### src/rtl/stream_mux_pkg.sv
`default_nettype none
// ============================================================================
// Module      : stream_mux_pkg
// Description : Shared helpers for the round-robin stream multiplexer.
// Revision    : 1.0 - initial release
// ============================================================================

package stream_mux_pkg;

    // Width of a channel index; a single-channel mux still carries one bit.
    function automatic int sel_width(input int n);
        return (n <= 1) ? 1 : $clog2(n);
    endfunction

endpackage

`default_nettype wire

### src/rtl/rr_arbiter.sv
`default_nettype none
// ============================================================================
// Module      : rr_arbiter
// Description : Combinational round-robin arbiter (rotate, priority-encode,
//               rotate back); the last granted channel has lowest priority.
// Revision    : 1.0 - initial release
// ============================================================================

module rr_arbiter
    import stream_mux_pkg::*;
#(
    parameter  int NUM_INPUTS = 4,
    localparam int SEL_W      = sel_width(NUM_INPUTS)
) (
    input  logic [NUM_INPUTS-1:0] req,
    input  logic [SEL_W-1:0]      last_grant,
    output logic [NUM_INPUTS-1:0] grant
);

    logic [SEL_W-1:0]      w_start;
    logic [NUM_INPUTS-1:0] w_req_rot;
    logic [NUM_INPUTS-1:0] w_gnt_rot;
    logic                  w_found;

    // Scanning starts just past the previous winner, wrapping modulo NUM_INPUTS.
    always_comb begin
        if (last_grant >= SEL_W'(NUM_INPUTS - 1)) begin
            w_start = '0;
        end else begin
            w_start = last_grant + SEL_W'(1);
        end
    end

    always_comb begin
        w_req_rot = '0;
        for (int i = 0; i < NUM_INPUTS; i++) begin
            w_req_rot[i] = req[(int'(w_start) + i) % NUM_INPUTS];
        end
    end

    always_comb begin
        w_gnt_rot = '0;
        w_found   = 1'b0;
        for (int i = 0; i < NUM_INPUTS; i++) begin
            if (w_req_rot[i] && !w_found) begin
                w_gnt_rot[i] = 1'b1;
                w_found      = 1'b1;
            end
        end
    end

    always_comb begin
        grant = '0;
        for (int i = 0; i < NUM_INPUTS; i++) begin
            grant[(int'(w_start) + i) % NUM_INPUTS] = w_gnt_rot[i];
        end
    end

endmodule

`default_nettype wire

### src/rtl/stream_mux_rr.sv
`default_nettype none
// ============================================================================
// Module      : stream_mux_rr
// Description : N-input valid/ready stream mux with fixed-select or
//               round-robin arbitration and a one-entry registered output.
// Revision    : 1.0 - initial release
// ============================================================================

module stream_mux_rr
    import stream_mux_pkg::*;
#(
    parameter  int NUM_INPUTS = 4,
    parameter  int WIDTH      = 8,
    localparam int SEL_W      = sel_width(NUM_INPUTS)
) (
    input  logic                             clk,
    input  logic                             rst,
    input  logic [NUM_INPUTS-1:0][WIDTH-1:0] in_data,
    input  logic [NUM_INPUTS-1:0]            in_valid,
    output logic [NUM_INPUTS-1:0]            in_ready,
    input  logic                             fixed_en,
    input  logic [SEL_W-1:0]                 sel,
    output logic [WIDTH-1:0]                 out_data,
    output logic [SEL_W-1:0]                 out_chan,
    output logic                             out_valid,
    input  logic                             out_ready
);

    logic [NUM_INPUTS-1:0] w_rr_grant;
    logic [NUM_INPUTS-1:0] w_fix_grant;
    logic [NUM_INPUTS-1:0] w_grant;
    logic                  w_can_load;
    logic                  w_accept;
    logic [SEL_W-1:0]      w_grant_idx;
    logic [WIDTH-1:0]      w_grant_data;

    logic [WIDTH-1:0]      r_out_data;
    logic [SEL_W-1:0]      r_out_chan;
    logic                  r_out_valid;
    logic [SEL_W-1:0]      r_last_grant;

    rr_arbiter #(
        .NUM_INPUTS (NUM_INPUTS)
    ) u_rr_arbiter (
        .req        (in_valid),
        .last_grant (r_last_grant),
        .grant      (w_rr_grant)
    );

    // An out-of-range sel matches no channel, so it produces no grant.
    generate
        for (genvar gi = 0; gi < NUM_INPUTS; gi++) begin : g_fix_grant
            assign w_fix_grant[gi] = in_valid[gi] && (sel == SEL_W'(gi));
        end
    endgenerate

    assign w_grant    = fixed_en ? w_fix_grant : w_rr_grant;
    assign w_can_load = !r_out_valid || out_ready;
    assign in_ready   = (w_can_load && !rst) ? w_grant : '0;
    assign w_accept   = |in_ready;

    always_comb begin
        w_grant_idx  = '0;
        w_grant_data = '0;
        for (int i = 0; i < NUM_INPUTS; i++) begin
            if (w_grant[i]) begin
                w_grant_idx  = w_grant_idx | SEL_W'(i);
                w_grant_data = w_grant_data | in_data[i];
            end
        end
    end

    always_ff @(posedge clk) begin
        if (rst) begin
            r_out_data   <= '0;
            r_out_chan   <= '0;
            r_out_valid  <= 1'b0;
            r_last_grant <= SEL_W'(NUM_INPUTS - 1);
        end else if (w_accept) begin
            r_out_data   <= w_grant_data;
            r_out_chan   <= w_grant_idx;
            r_out_valid  <= 1'b1;
            r_last_grant <= w_grant_idx;
        end else if (out_ready) begin
            r_out_valid  <= 1'b0;
        end
    end

    assign out_data  = r_out_data;
    assign out_chan  = r_out_chan;
    assign out_valid = r_out_valid;

endmodule

`default_nettype wire

### config.mk
export PLATFORM = sky130hd
export DESIGN_NAME = stream_mux_rr
export DESIGN_NICKNAME = d
export VERILOG_FILES = /design/src/rtl/stream_mux_pkg.sv /design/src/rtl/rr_arbiter.sv /design/src/rtl/stream_mux_rr.sv
export SDC_FILE = /design/constraint.sdc
export NUM_CORES = 1
export LEC_CHECK = 0
export ABC_CLOCK_PERIOD_IN_PS = 4400
export CAP_MARGIN = 0
export CORE_UTILIZATION = 42
export DETAILED_ROUTE_END_ITERATION = 7
export GPL_TIMING_DRIVEN = 0
export PLACE_DENSITY = 0.78
export SYNTH_ARGS = -nofsm -noshare
export SYNTH_HDL_FRONTEND = slang
export SYNTH_HIERARCHICAL = 1
export SYNTH_SLANG_ARGS = --single-unit
### constraint.sdc
create_clock -name clk -period 4.4 [get_ports clk]
set_input_delay 0.88 -clock clk [delete_from_list [all_inputs] [get_ports clk]]
set_output_delay 0.88 -clock clk [all_outputs]
set_load 0.1 [all_outputs]
# After elaboration in Yosys (flattened, before gate mapping)
# Index checks and enable logic that the tools add are counted.
# W data, S select, Z words.
[totals] reg_bits=13 latch_bits=0 ramBits=0 romBits=0 input_bits=42 out_inout_bits=15 elab_cells=91 n_memories=0
[classes] n_addsub=4 n_mul=0 n_div=0 order_cmp=9 eq_ne=3 n_shift=0 muxes=40 n_bitwise=7 n_reduce_logical=24
[ops] op="$mux W8" n=4
[ops] op="$or A8 B8 Y8" n=3
[ops] op="$mux W1" n=20
[ops] op="$bwmux W4" n=3
[ops] op="$logic_and A1 B1 Y1" n=12
[ops] op="$lt A3 B4 Y1 const B" n=3
[ops] op="$ge A3 B1 Y1 const B" n=3
[ops] op="$bmux W1 S2" n=4
[ops] op="$demux W1 S2" n=4
[ops] op="$mux W4" n=2
[ops] op="$mux W2" n=3
[ops] op="$reduce_or A2 Y1" n=3
[ops] op="$logic_not A1 Y1" n=5
[ops] op="$add A2 B1 Y2 const B" n=2
[ops] op="$add A2 B2 Y2 const B" n=2
[ops] op="$and A4 B4 Y4" n=1
[ops] op="$eq A2 B2 Y1 const B" n=2
[ops] op="$reduce_or A4 Y1" n=1
[ops] op="$and A1 B1 Y1 const A" n=3
[ops] op="$lt A2 B3 Y1 const B" n=1
[ops] op="$eq A2 B1 Y1 const B" n=1
[ops] op="$ge A2 B1 Y1 const B" n=1
[ops] op="$ge A2 B2 Y1 const B" n=1
[ops] op="$logic_not A2 Y1" n=1
[ops] op="2 further kinds" n=2

# Longest topological paths before layout
# Gate-level depths: netlist of run 1.
[depth] ltp_word=25 mapped_depth=13 depth_no_buf=12

# By module
# The synthesis of run 1 kept the hierarchy.
[by_module_without_submodules] module="stream_mux_rr" n_inst=1 cells_each=116 area_per_inst_um2=984.7 seq_area_each_um2=260.2
[by_module_without_submodules] module="rr_arbiter" n_inst=1 cells_each=54 area_per_inst_um2=446.7 seq_area_each_um2=0.0

# Least setup slack after synthesis of run 1
# OpenSTA, ideal clock, no wires.
[synth_path] kind="input-to-output" start="input in_valid[3]" end="output in_ready[0]" arrival_ns=3.986 required_time_ns=3.520 setup_slack_ns=-0.466 cell_stages=8 path_buffers=0 cell_sequence="or4b_2 -> o311a_1 -> or3_4 -> or3b_1 -> o211ai_1 -> and2b_4 -> nor2_8 -> nor2_1"
[synth_via] elab_chain_len=15 elab_cells_between_ends=29 classes_between="mux: 22; bitwise: 1; reduce/logical: 6"
[synth_lines] item="start, declared" line="stream_mux_rr.sv:19" text="input logic [NUM_INPUTS-1:0] in_valid,"
[synth_lines] item="$bmux W1 S2" line="rr_arbiter.sv:37" text="w_req_rot[i] = req[(int'(w_start) + i) % NUM_INPUTS];"
[synth_lines] item="$mux W1 (not written as such)" line="rr_arbiter.sv:37"
[synth_lines] item="$mux W1" line="rr_arbiter.sv:45" text="if (w_req_rot[i] && !w_found) begin"
[synth_lines] item="$logic_not A1 Y1" line="rr_arbiter.sv:45"
[synth_lines] item="$logic_and A1 B1 Y1" line="rr_arbiter.sv:45"
[synth_lines] item="$mux W1" line="rr_arbiter.sv:45"
[synth_lines] item="$logic_not A1 Y1" line="rr_arbiter.sv:45"
[synth_lines] item="$logic_and A1 B1 Y1" line="rr_arbiter.sv:45"
[synth_lines] item="$mux W1" line="rr_arbiter.sv:45"
[synth_lines] item="$logic_not A1 Y1" line="rr_arbiter.sv:45"
[synth_lines] item="$logic_and A1 B1 Y1" line="rr_arbiter.sv:45"
[synth_lines] item="$mux W1" line="rr_arbiter.sv:45"
[synth_lines] item="$bwmux W4 (*)" line="rr_arbiter.sv:55" text="grant[(int'(w_start) + i) % NUM_INPUTS] = w_gnt_rot[i];"
[synth_lines] item="net w_rr_grant[0]" line="stream_mux_rr.sv:29" text="logic [NUM_INPUTS-1:0] w_rr_grant;"
[synth_lines] item="$mux W4 (*)" line="stream_mux_rr.sv:57" text="assign w_grant = fixed_en ? w_fix_grant : w_rr_grant;"
[synth_lines] item="$mux W4 (*)" line="stream_mux_rr.sv:59" text="assign in_ready = (w_can_load && !rst) ? w_grant : '0;"
[synth_lines] item="end, declared" line="stream_mux_rr.sv:20" text="output logic [NUM_INPUTS-1:0] in_ready,"
# The timed path passes the listed nets; every way through them passes the cells marked *. The select of a mux whose other input is x is not followed.

# Final worst setup path of run 1
# Ends and elaborated chain as after synthesis.

==> out/qor.txt, run 1 <==
Via density -> 5.70
final hold vios -> 0
final critical-path required period -> 4270 ps
proportion of layout cells with a drive suffix above 1 -> 24.0%
Num CTS Buffers -> 3
dpl cells -> 270
CTS sink cnt -> 13
leakage -> 0.797 nW
Via Count -> 1578
synth cell count leaders -> o21ai_0 (33), dfxtp_1 (13), nor2_1 (13)
vias in the first global route -> 1538
Clock Tree Buf Depth -> 2
number of distinct library cells after synthesis -> 49
CTS tree -> done
design area -> 0.00212 mm^2
synth top area cells -> dfxtp_1 (18%), o21ai_0 (12%), ha_1 (7.0%)
Primary FF master, synth -> dfxtp_1
Avg Cell Area, Syn -> 8.42 um^2
CORE AREA -> 0.00315 mm^2
Req. time, crit path -> 3520 ps
die footprint -> 0.00365 mm^2
n_diodes -> 0
DRT iter0 DRCs -> 100
Worst Setup End Kind -> output port
cell taking the most area after synthesis -> dfxtp_1
largest net degree at the start of global routing -> 11
Synth top area share -> 18.2%
crit path DAT -> 3390 ps
GR Util All Layers -> 25.0%
Seq/Total Area, Yosys -> 18.2%
die width -> 60.4 um
Antenna Nets Post-Route -> 0
count leader, synth -> o21ai_0
total of flip-flops plus latches after synthesis -> 13
Hold Slack -> 465 ps
clock skew -> 1.64 ps
yosys warns -> 6
Port Buffer Count -> 56
Slew @ Worst Pin -> 984 ps
Rel. slew slack -> 34.2%
floorplan die height -> 60.4 um
Critical Path Fanout Max -> 7
non-filler instance count after layout -> 277
Placed Area -> 0.00206 mm^2
Max Clk Rate -> 0.234 GHz
EDFF count, synth -> 0
Post-synth ARST share -> 0%
worst min-delay path class -> reg -> reg
Initial Utilization -> 45.4%
Setup WS post-layout -> 129 ps
final WL -> 4.32 mm
Placer Congestion -> 0.858
htree depth -> 1
fin nets -> 284
max_cap viols -> 0
dpl hpwl -> 3.31 mm
VDD IR max -> 0.453 mV
pwr/cell area -> 601 mW/mm^2
Synthesized Nets -> 220
critical path class -> in -> out
wire length per cell -> 15.6 um
status -> finished clean
Setup violations, final -> 0
max-slew violation total from the final report -> 0
clk_lat worst skew -> 280 ps
# IOs -> 57
Worst-path clk slew -> 80 ps
drt pass-1 iters -> 4
Startpoint Class -> primary input
unrepaired setup endpoints after global routing -> no
# rows -> 20
# DRC -> 0
fin crit share -> 97.1%
Root Buffer Master -> clkbuf_4
Congestion Overflow GR -> 0
synthesized instance count -> 170
first-pass GRT wire length -> 6.82 mm
dpl ws -> -1120 ps
Synth Cell Area -> 0.00143 mm^2
initial antenna violation count -> 0
Layout area overhead -> 47.8%
path summary, 6_finish.rpt:
path / from / endpoint / slack, ps / cells past startpoint
max: in_valid[3] / in_ready[0] / 130 / 10
min: out_data[2] / out_data[2] / 460 / 2
max reg2reg: r_last_grant[1] / out_chan[1] / 990 / 13
min reg2reg: out_data[2] / out_data[2] / 460 / 2
power breakdown:
part / switching (W) / internal (W) / leakage [nW] / total [W]
registers: 0.0000351 / 0.000156 / 0.106 / 0.000192
clock network: 0.0000410 / 0.0000353 / 0.0150 / 0.0000762
logic: 0.000650 / 0.000353 / 0.676 / 0.00100
total: 0.000726 / 0.000545 / 0.797 / 0.00127
what timing repair did:
| action | 4_1_cts | 5_1_grt |
|---|---|---|
| gates resized for setup | 28 | 5 |
| hold endpoints to repair | 0 | 0 |
| hold buffers | 0 | 0 |
| buffers inserted | 1 | 2 |
| endpoints found under the setup margin | 4 | 4 |
state kept, by name, indices dropped and copies added, names as in the netlist:
name / flops
out_chan: 2
r_last_grant: 2
out_valid: 1
out_data: 8
per-layer routing:
layer | vias to the layer above | track usage, % | wire, um
met1 | 739 | 29.2 | 1820
met3 | 7 | 6.40 | 331
met5 | - | 0 | 0
met4 | 0 | 8.64 | 54
met2 | 67 | 44.1 | 2110
li1 | 765 | - | -
cell type report:
class,instances,area [um^2]
buffer,8,71.3
clock buffer,4,26.3
fill,288,1040
inverter,4,15.0
multi-input combinational,145,1100
sequential,13,262
tap,44,55.1
timing repair buffer,59,584
worst max-delay path: stages:
cell and delay (ps):
dlygate4sd2_1 300, or4b_2 630, o311a_1 150, or3_4 390, or3b_1 380, o211ai_1 110, and2b_4 220, nor2_8 50
nor2_4 110, buf_12 180
metrics by stage:
stage	power [W]	utilization, %	setup TNS, ps
floorplan	0.000938	-	0
global placement	0.00113	65.2	-3670
detailed placement	0.00116	65.2	-3880
CTS	0.00125	66.2	0
global route	0.00134	67.1	0
finish	0.00127	67.1	0
cells by family after synthesis:
| kind of cell | Yosys count | share of synthesized area (%) |
|---|---|---|
| simple gates | 73 | 36.1 |
| compound gates | 58 | 27.4 |
| flops | 13 | 18.2 |
| buf+inv | 12 | 6.03 |
| fa+ha+maj | 8 | 6.99 |
| mux | 6 | 5.24 |
placed cells by master (no fill, tap or decap), types with 6 or more instances in the layout:
cell type         n
nor2_1            9
nand2_1          10
clkdlybuf4s50_1  49
buf_4             6
o21ai_0          33
ha_1              7
dfxtp_1          12
a21oi_2           9
nand2_2           8
nand4_1           9
Power figures use the tool's default switching activity.
==> run 2: changes to the inputs <==
Settings changed: GPL_TIMING_DRIVEN 0 to 1, SKIP_CTS_REPAIR_TIMING set to 1.
==> run 2 against run 1 <==
Maximum frequency is 0.36% lower. Global-route usage is 2.1 points lower. Clock power hardly changed. Setup slack worse by 16 ps. Non-clock buffer count is 1 higher. Count of clock-buffer cells in the layout stayed put. Via count is 2.0% higher. First-iteration DRC count is 75% higher. Sequential share of layout area is 0.25 points lower.
==> out/qor.txt, run 2 (same netlist as run 1, synthesis figures left out) <==
htree depth -> 1 (unchanged)
worst min-delay path class -> reg -> reg (unchanged)
Via density -> 5.79 (was 5.70)
Layout area overhead -> 50.9% (was 47.8%)
largest net degree at the start of global routing -> 15 (was 11)
final WL -> 4.17 mm (was 4.32 mm)
proportion of layout cells with a drive suffix above 1 -> 25.2% (was 24.0%)
Setup violations, final -> 0 (unchanged)
dpl ws -> -12.6 ps (was -1120 ps)
vias in the first global route -> 1413 (was 1538)
Rel. slew slack -> 34.8% (was 34.2%)
drt pass-1 iters -> 4 (unchanged)
# DRC -> 0 (unchanged)
initial antenna violation count -> 0 (unchanged)
CORE AREA -> 0.00315 mm^2 (unchanged)
# rows -> 20 (unchanged)
critical path class -> in -> out (unchanged)
Worst-path clk slew -> 80 ps (about the same)
Startpoint Class -> primary input (unchanged)
fin nets -> 285 (was 284)
dpl hpwl -> 3.17 mm (was 3.31 mm)
# IOs -> 57 (unchanged)
max FFs per register -> 8 (unchanged)
GRT met3 Usage -> 5.54% (was 6.40%)
Clock Tree Buf Depth -> 2 (unchanged)
Req. time, crit path -> 3520 ps (about the same)
clk_lat worst skew -> 280 ps (about the same)
clock skew -> 5.97 ps (was 1.64 ps)
wire length per cell -> 15.0 um (was 15.6 um)
Worst Setup End Kind -> output port (unchanged)
final hold vios -> 0 (unchanged)
Initial Utilization -> 45.4% (unchanged)
leakage -> 0.802 nW (was 0.797 nW)
Via Count -> 1609 (was 1578)
first-pass GRT wire length -> 6.33 mm (was 6.82 mm)
Worst Hold Path EP -> out_data[4] (was out_data[2])
unrepaired setup endpoints after global routing -> no (unchanged)
n_diodes -> 0 (unchanged)
Max Clk Rate -> 0.233 GHz (was 0.234 GHz)
Reg-to-Reg Start -> r_last_grant[1] (unchanged)
setup_tns -> 0 ps (unchanged)
pwr/cell area -> 600 mW/mm^2 (was 601 mW/mm^2)
Congestion Overflow GR -> 0 (unchanged)
die width -> 60.4 um (unchanged)
Fillers -> 271 (was 288)
met2 Use GR -> 41.4% (was 44.1%)
floorplan die height -> 60.4 um (unchanged)
CTS sink cnt -> 13 (unchanged)
max-slew violation total from the final report -> 0 (unchanged)
Slew @ Worst Pin -> 976 ps (was 984 ps)
GR Util All Layers -> 22.9% (was 25.0%)
DRT iter0 DRCs -> 175 (was 100)
Port Buffer Count -> 56 (unchanged)
crit path DAT -> 3410 ps (was 3390 ps)
Num CTS Buffers -> 3 (unchanged)
Placer Congestion -> 0.955 (was 0.858)
max_cap viols -> 0 (unchanged)
VDD IR max -> 0.320 mV (was 0.453 mV)
Critical Path Fanout Max -> 6 (was 7)
final critical-path required period -> 4290 ps (was 4270 ps)
setup slack, reg-to-reg -> 790 ps (was 990 ps)
cell depth of the worst flop-to-flop path -> 13 (unchanged)
Root Buffer Master -> clkbuf_4 (unchanged)
Setup WS post-layout -> 114 ps (was 129 ps)
Worst Hold Launch -> out_data[4] (was out_data[2])
GR peak layer -> met2 (unchanged)
met1 usage -> 27.7% (was 29.2%)
most frequent cells in the layout -> clkdlybuf4s50_1 (52), o21ai_0 (33), dfxtp_1 (12), buf_4 (12), nand2_1 (10) (was clkdlybuf4s50_1 (49), o21ai_0 (33), dfxtp_1 (12), nand2_1 (10))
die footprint -> 0.00365 mm^2 (unchanged)
worst reg2reg path endpoint -> out_data[7] (was out_chan[1])
Antenna Nets Post-Route -> 0 (unchanged)
most common cell after layout, fill and taps aside -> clkdlybuf4s50_1 (unchanged)
hold-critical path depth -> 2 (unchanged)
fin crit share -> 97.4% (was 97.1%)
status -> finished clean (unchanged)
CTS tree -> done (unchanged)
[run 2: cell types whose count changed in the layout (fill, tap and decap cells not counted)]
cell             previous run  this run
dlymetal6s2s_1              1         0
clkdlybuf4s15_1             1         0
dlygate4sd2_1               1         0
or4b_4                      0         1
buf_2                       1         0
buf_6                       5         0
buf_12                      1         4
or4b_2                      1         0
nor2_2                      3         2
nor2_4                      2         3
buf_4                       6        12
clkbuf_1                    3         1
clkdlybuf4s50_1            49        52
[run 2: worst max-delay path, stage by stage]
cell	delay, ps
clkdlybuf4s50_1	420
buf_4	160
mux4_2	470
or3_4	400
or3b_1	370
o211ai_1	110
and2b_4	220
nor2_8	40
nor2_4	130
buf_12	190
[run 2: power breakdown]
| group | switching (W) | internal (W) | leakage, nW |
|---|---|---|---|
| registers | 0.0000341 | 0.000156 | 0.106 |
| clock network | 0.0000409 | 0.0000352 | 0.0150 |
| logic | 0.000649 | 0.000381 | 0.681 |
[run 2: worst max-delay path by stage]
stage,startpoint,to,slack [ps],cells after the start
detailed placement,in_valid[1],in_ready[0],-10,10
CTS,in_valid[1],in_ready[0],-20,10
global route,in_valid[3],in_ready[2],40,10
finish,in_valid[3],in_ready[0],110,10
floorplan,in_valid[3],in_ready[0],10,8
global placement,in_valid[1],in_ready[0],30,10
[run 2: per-stage QoR]
step	util [%]	cells	area [um^2]	hold WS, ps	power (W)
finish	68.5	278	2160	459	0.00130
global route	68.5	278	2160	476	0.00137
global placement	66.9	273	2110	449	0.00118
floorplan	-	170	1440	540	0.000938
CTS	67.7	277	2130	463	0.00127
detailed placement	66.9	273	2110	451	0.00120
[run 2: final cells by class]
| cell class | count | area, um^2 | area share (%) |
|---|---|---|---|
| inverter | 4 | 15.0 | 0.695 |
| timing repair buffer | 68 | 691 | 32.0 |
| sequential | 13 | 262 | 12.1 |
| multi-input combinational | 145 | 1110 | 51.4 |
| clock buffer | 4 | 26.3 | 1.22 |
| tap | 44 | 55.1 | 2.55 |
[run 2: per-layer routing]
layer,routed length (um),part of all wire [%]
met1,1770,42
met2,1960,47
met4,37,0.89
met3,403,9.7
met5,0,0
==> run 3: changes to the inputs <==
Settings changed: CORE_MARGIN set to 2, GPL_TIMING_DRIVEN 1 to 0.
==> run 3 against run 2 <==
Count of clock-buffer cells in the layout stayed put. Die area is 6.7% higher. Worst hold slack better by 3.1 ps. Final cell count is 0.36% higher. Largest power group unchanged. Register-to-register slack better by 130 ps. Highest routed layer unchanged.
==> out/qor.txt, run 3 (same netlist as run 1, synthesis figures left out) <==
status -> finished clean (unchanged)
total power -> 0.00126 W (was 0.00130 W)
setup_tns -> 0 ps (unchanged)
worst min-delay path class -> reg -> reg (unchanged)
vias in the first global route -> 1426 (was 1413)
max FFs per register -> 8 (unchanged)
Root Buffer Master -> clkbuf_4 (unchanged)
CTS tree -> done (unchanged)
critical path class -> in -> out (unchanged)
Via Count -> 1490 (was 1609)
GR Util All Layers -> 20.3% (was 22.9%)
fin crit share -> 96.4% (was 97.4%)
final hold vios -> 0 (unchanged)
crit path DAT -> 3360 ps (was 3410 ps)
Req. time, crit path -> 3520 ps (about the same)
leakage -> 0.824 nW (was 0.802 nW)
first-pass GRT wire length -> 6.56 mm (was 6.33 mm)
Clock Tree Buf Depth -> 2 (unchanged)
# DRC -> 0 (unchanged)
Slew @ Worst Pin -> 987 ps (was 976 ps)
dpl hpwl -> 2.98 mm (was 3.17 mm)
Rel. slew slack -> 34.0% (was 34.8%)
initial antenna violation count -> 0 (unchanged)
# rows -> 21 (was 20)
die width -> 62.4 um (was 60.4 um)
Antenna Nets Post-Route -> 0 (unchanged)
max_cap viols -> 0 (unchanged)
Layout area overhead -> 48.7% (was 50.9%)
proportion of layout cells with a drive suffix above 1 -> 24.5% (was 25.2%)
wire length per cell -> 14.3 um (was 15.0 um)
met1 usage -> 26.2% (was 27.7%)
Num CTS Buffers -> 3 (unchanged)
Worst Setup End Kind -> output port (unchanged)
GRT met3 Usage -> 5.77% (was 5.54%)
Setup violations, final -> 0 (unchanged)
clock skew -> 3.58 ps (was 5.97 ps)
final WL -> 4.00 mm (was 4.17 mm)
n_diodes -> 0 (unchanged)
most frequent cells in the layout -> clkdlybuf4s50_1 (48), o21ai_0 (33), dfxtp_1 (12), nand2_1 (10) (was clkdlybuf4s50_1 (52), o21ai_0 (33), dfxtp_1 (12), buf_4 (12), nand2_1 (10))
CTS sink cnt -> 13 (unchanged)
CORE AREA -> 0.00331 mm^2 (was 0.00315 mm^2)
clk_lat worst skew -> 280 ps (about the same)
Congestion Overflow GR -> 0 (unchanged)
Placer Congestion -> 0.906 (was 0.955)
die footprint -> 0.00389 mm^2 (was 0.00365 mm^2)
dpl cells -> 272 (was 273)
Startpoint Class -> primary input (unchanged)
GR peak layer -> met2 (unchanged)
largest net degree at the start of global routing -> 11 (was 15)
floorplan die height -> 62.4 um (was 60.4 um)
Max Clk Rate -> 0.236 GHz (was 0.233 GHz)
pwr/cell area -> 592 mW/mm^2 (was 600 mW/mm^2)
met2 Use GR -> 33.8% (was 41.4%)
most common cell after layout, fill and taps aside -> clkdlybuf4s50_1 (unchanged)
Critical Path Fanout Max -> 8 (was 6)
VDD IR max -> 0.419 mV (was 0.320 mV)
drt pass-1 iters -> 4 (unchanged)
hold-critical path depth -> 2 (unchanged)
non-filler instance count after layout -> 279 (was 278)
# IOs -> 57 (unchanged)
Via density -> 5.34 (was 5.79)
Port Buffer Count -> 56 (unchanged)
max-slew violation total from the final report -> 0 (unchanged)
htree depth -> 1 (unchanged)
Worst-path clk slew -> 80 ps (about the same)
DRT iter0 DRCs -> 92 (was 175)
Initial Utilization -> 43.2% (was 45.4%)
unrepaired setup endpoints after global routing -> no (unchanged)
fin nets -> 284 (was 285)
final critical-path required period -> 4240 ps (was 4290 ps)
cell depth of the worst flop-to-flop path -> 13 (unchanged)
-- run 3: worst paths after layout --
path,from,to,slack (ps)
max reg2reg,r_last_grant[0],out_chan[1],920
min reg2reg,out_data[3],out_data[3],460
max,in_valid[3],in_ready[0],160
min,out_data[3],out_data[3],460
-- run 3: through the flow --
stage               worst slack, ps  hold WS (ps)  cell area, um^2  utilization, %
floorplan                      13.0           540             1440               -
global placement              -1120           448             2060            62.2
detailed placement            -1120           454             2060            62.2
CTS                           -1120           466             2090            63.0
global route                   3.06           486             2130            64.3
finish                          157           462             2130            64.3
-- run 3: critical path: stages --
cell and delay, ps:
dlymetal6s2s_1 180, or4b_2 620, o311a_1 140, or3_4 390, or3b_1 380, o211ai_1 110
and2b_4 270, nor2_8 60, nor2_2 130, buf_12 190
-- run 3: power breakdown --
part | switching, W | leakage, nW | internal, W
clock | 0.0000399 | 0.0150 | 0.0000352
combinational | 0.000639 | 0.702 | 0.000356
sequential | 0.0000344 | 0.106 | 0.000156
total | 0.000713 | 0.824 | 0.000547
-- run 3: routing by layer --
layer | vias up | wire, um | share of wire [%]
met5 | - | 0 | 0
met4 | 0 | 24 | 0.60
met3 | 2 | 287 | 7.2
met2 | 51 | 1890 | 47
met1 | 674 | 1800 | 45
li1 | 763 | - | -
-- run 3: layout make-up --
class,instances,area [um^2]
buffer,8,71.3
clock buffer,4,26.3
fill,295,1180
inverter,4,15.0
multi-input combinational,145,1100
sequential,13,262
tap,46,57.6
timing repair buffer,59,593
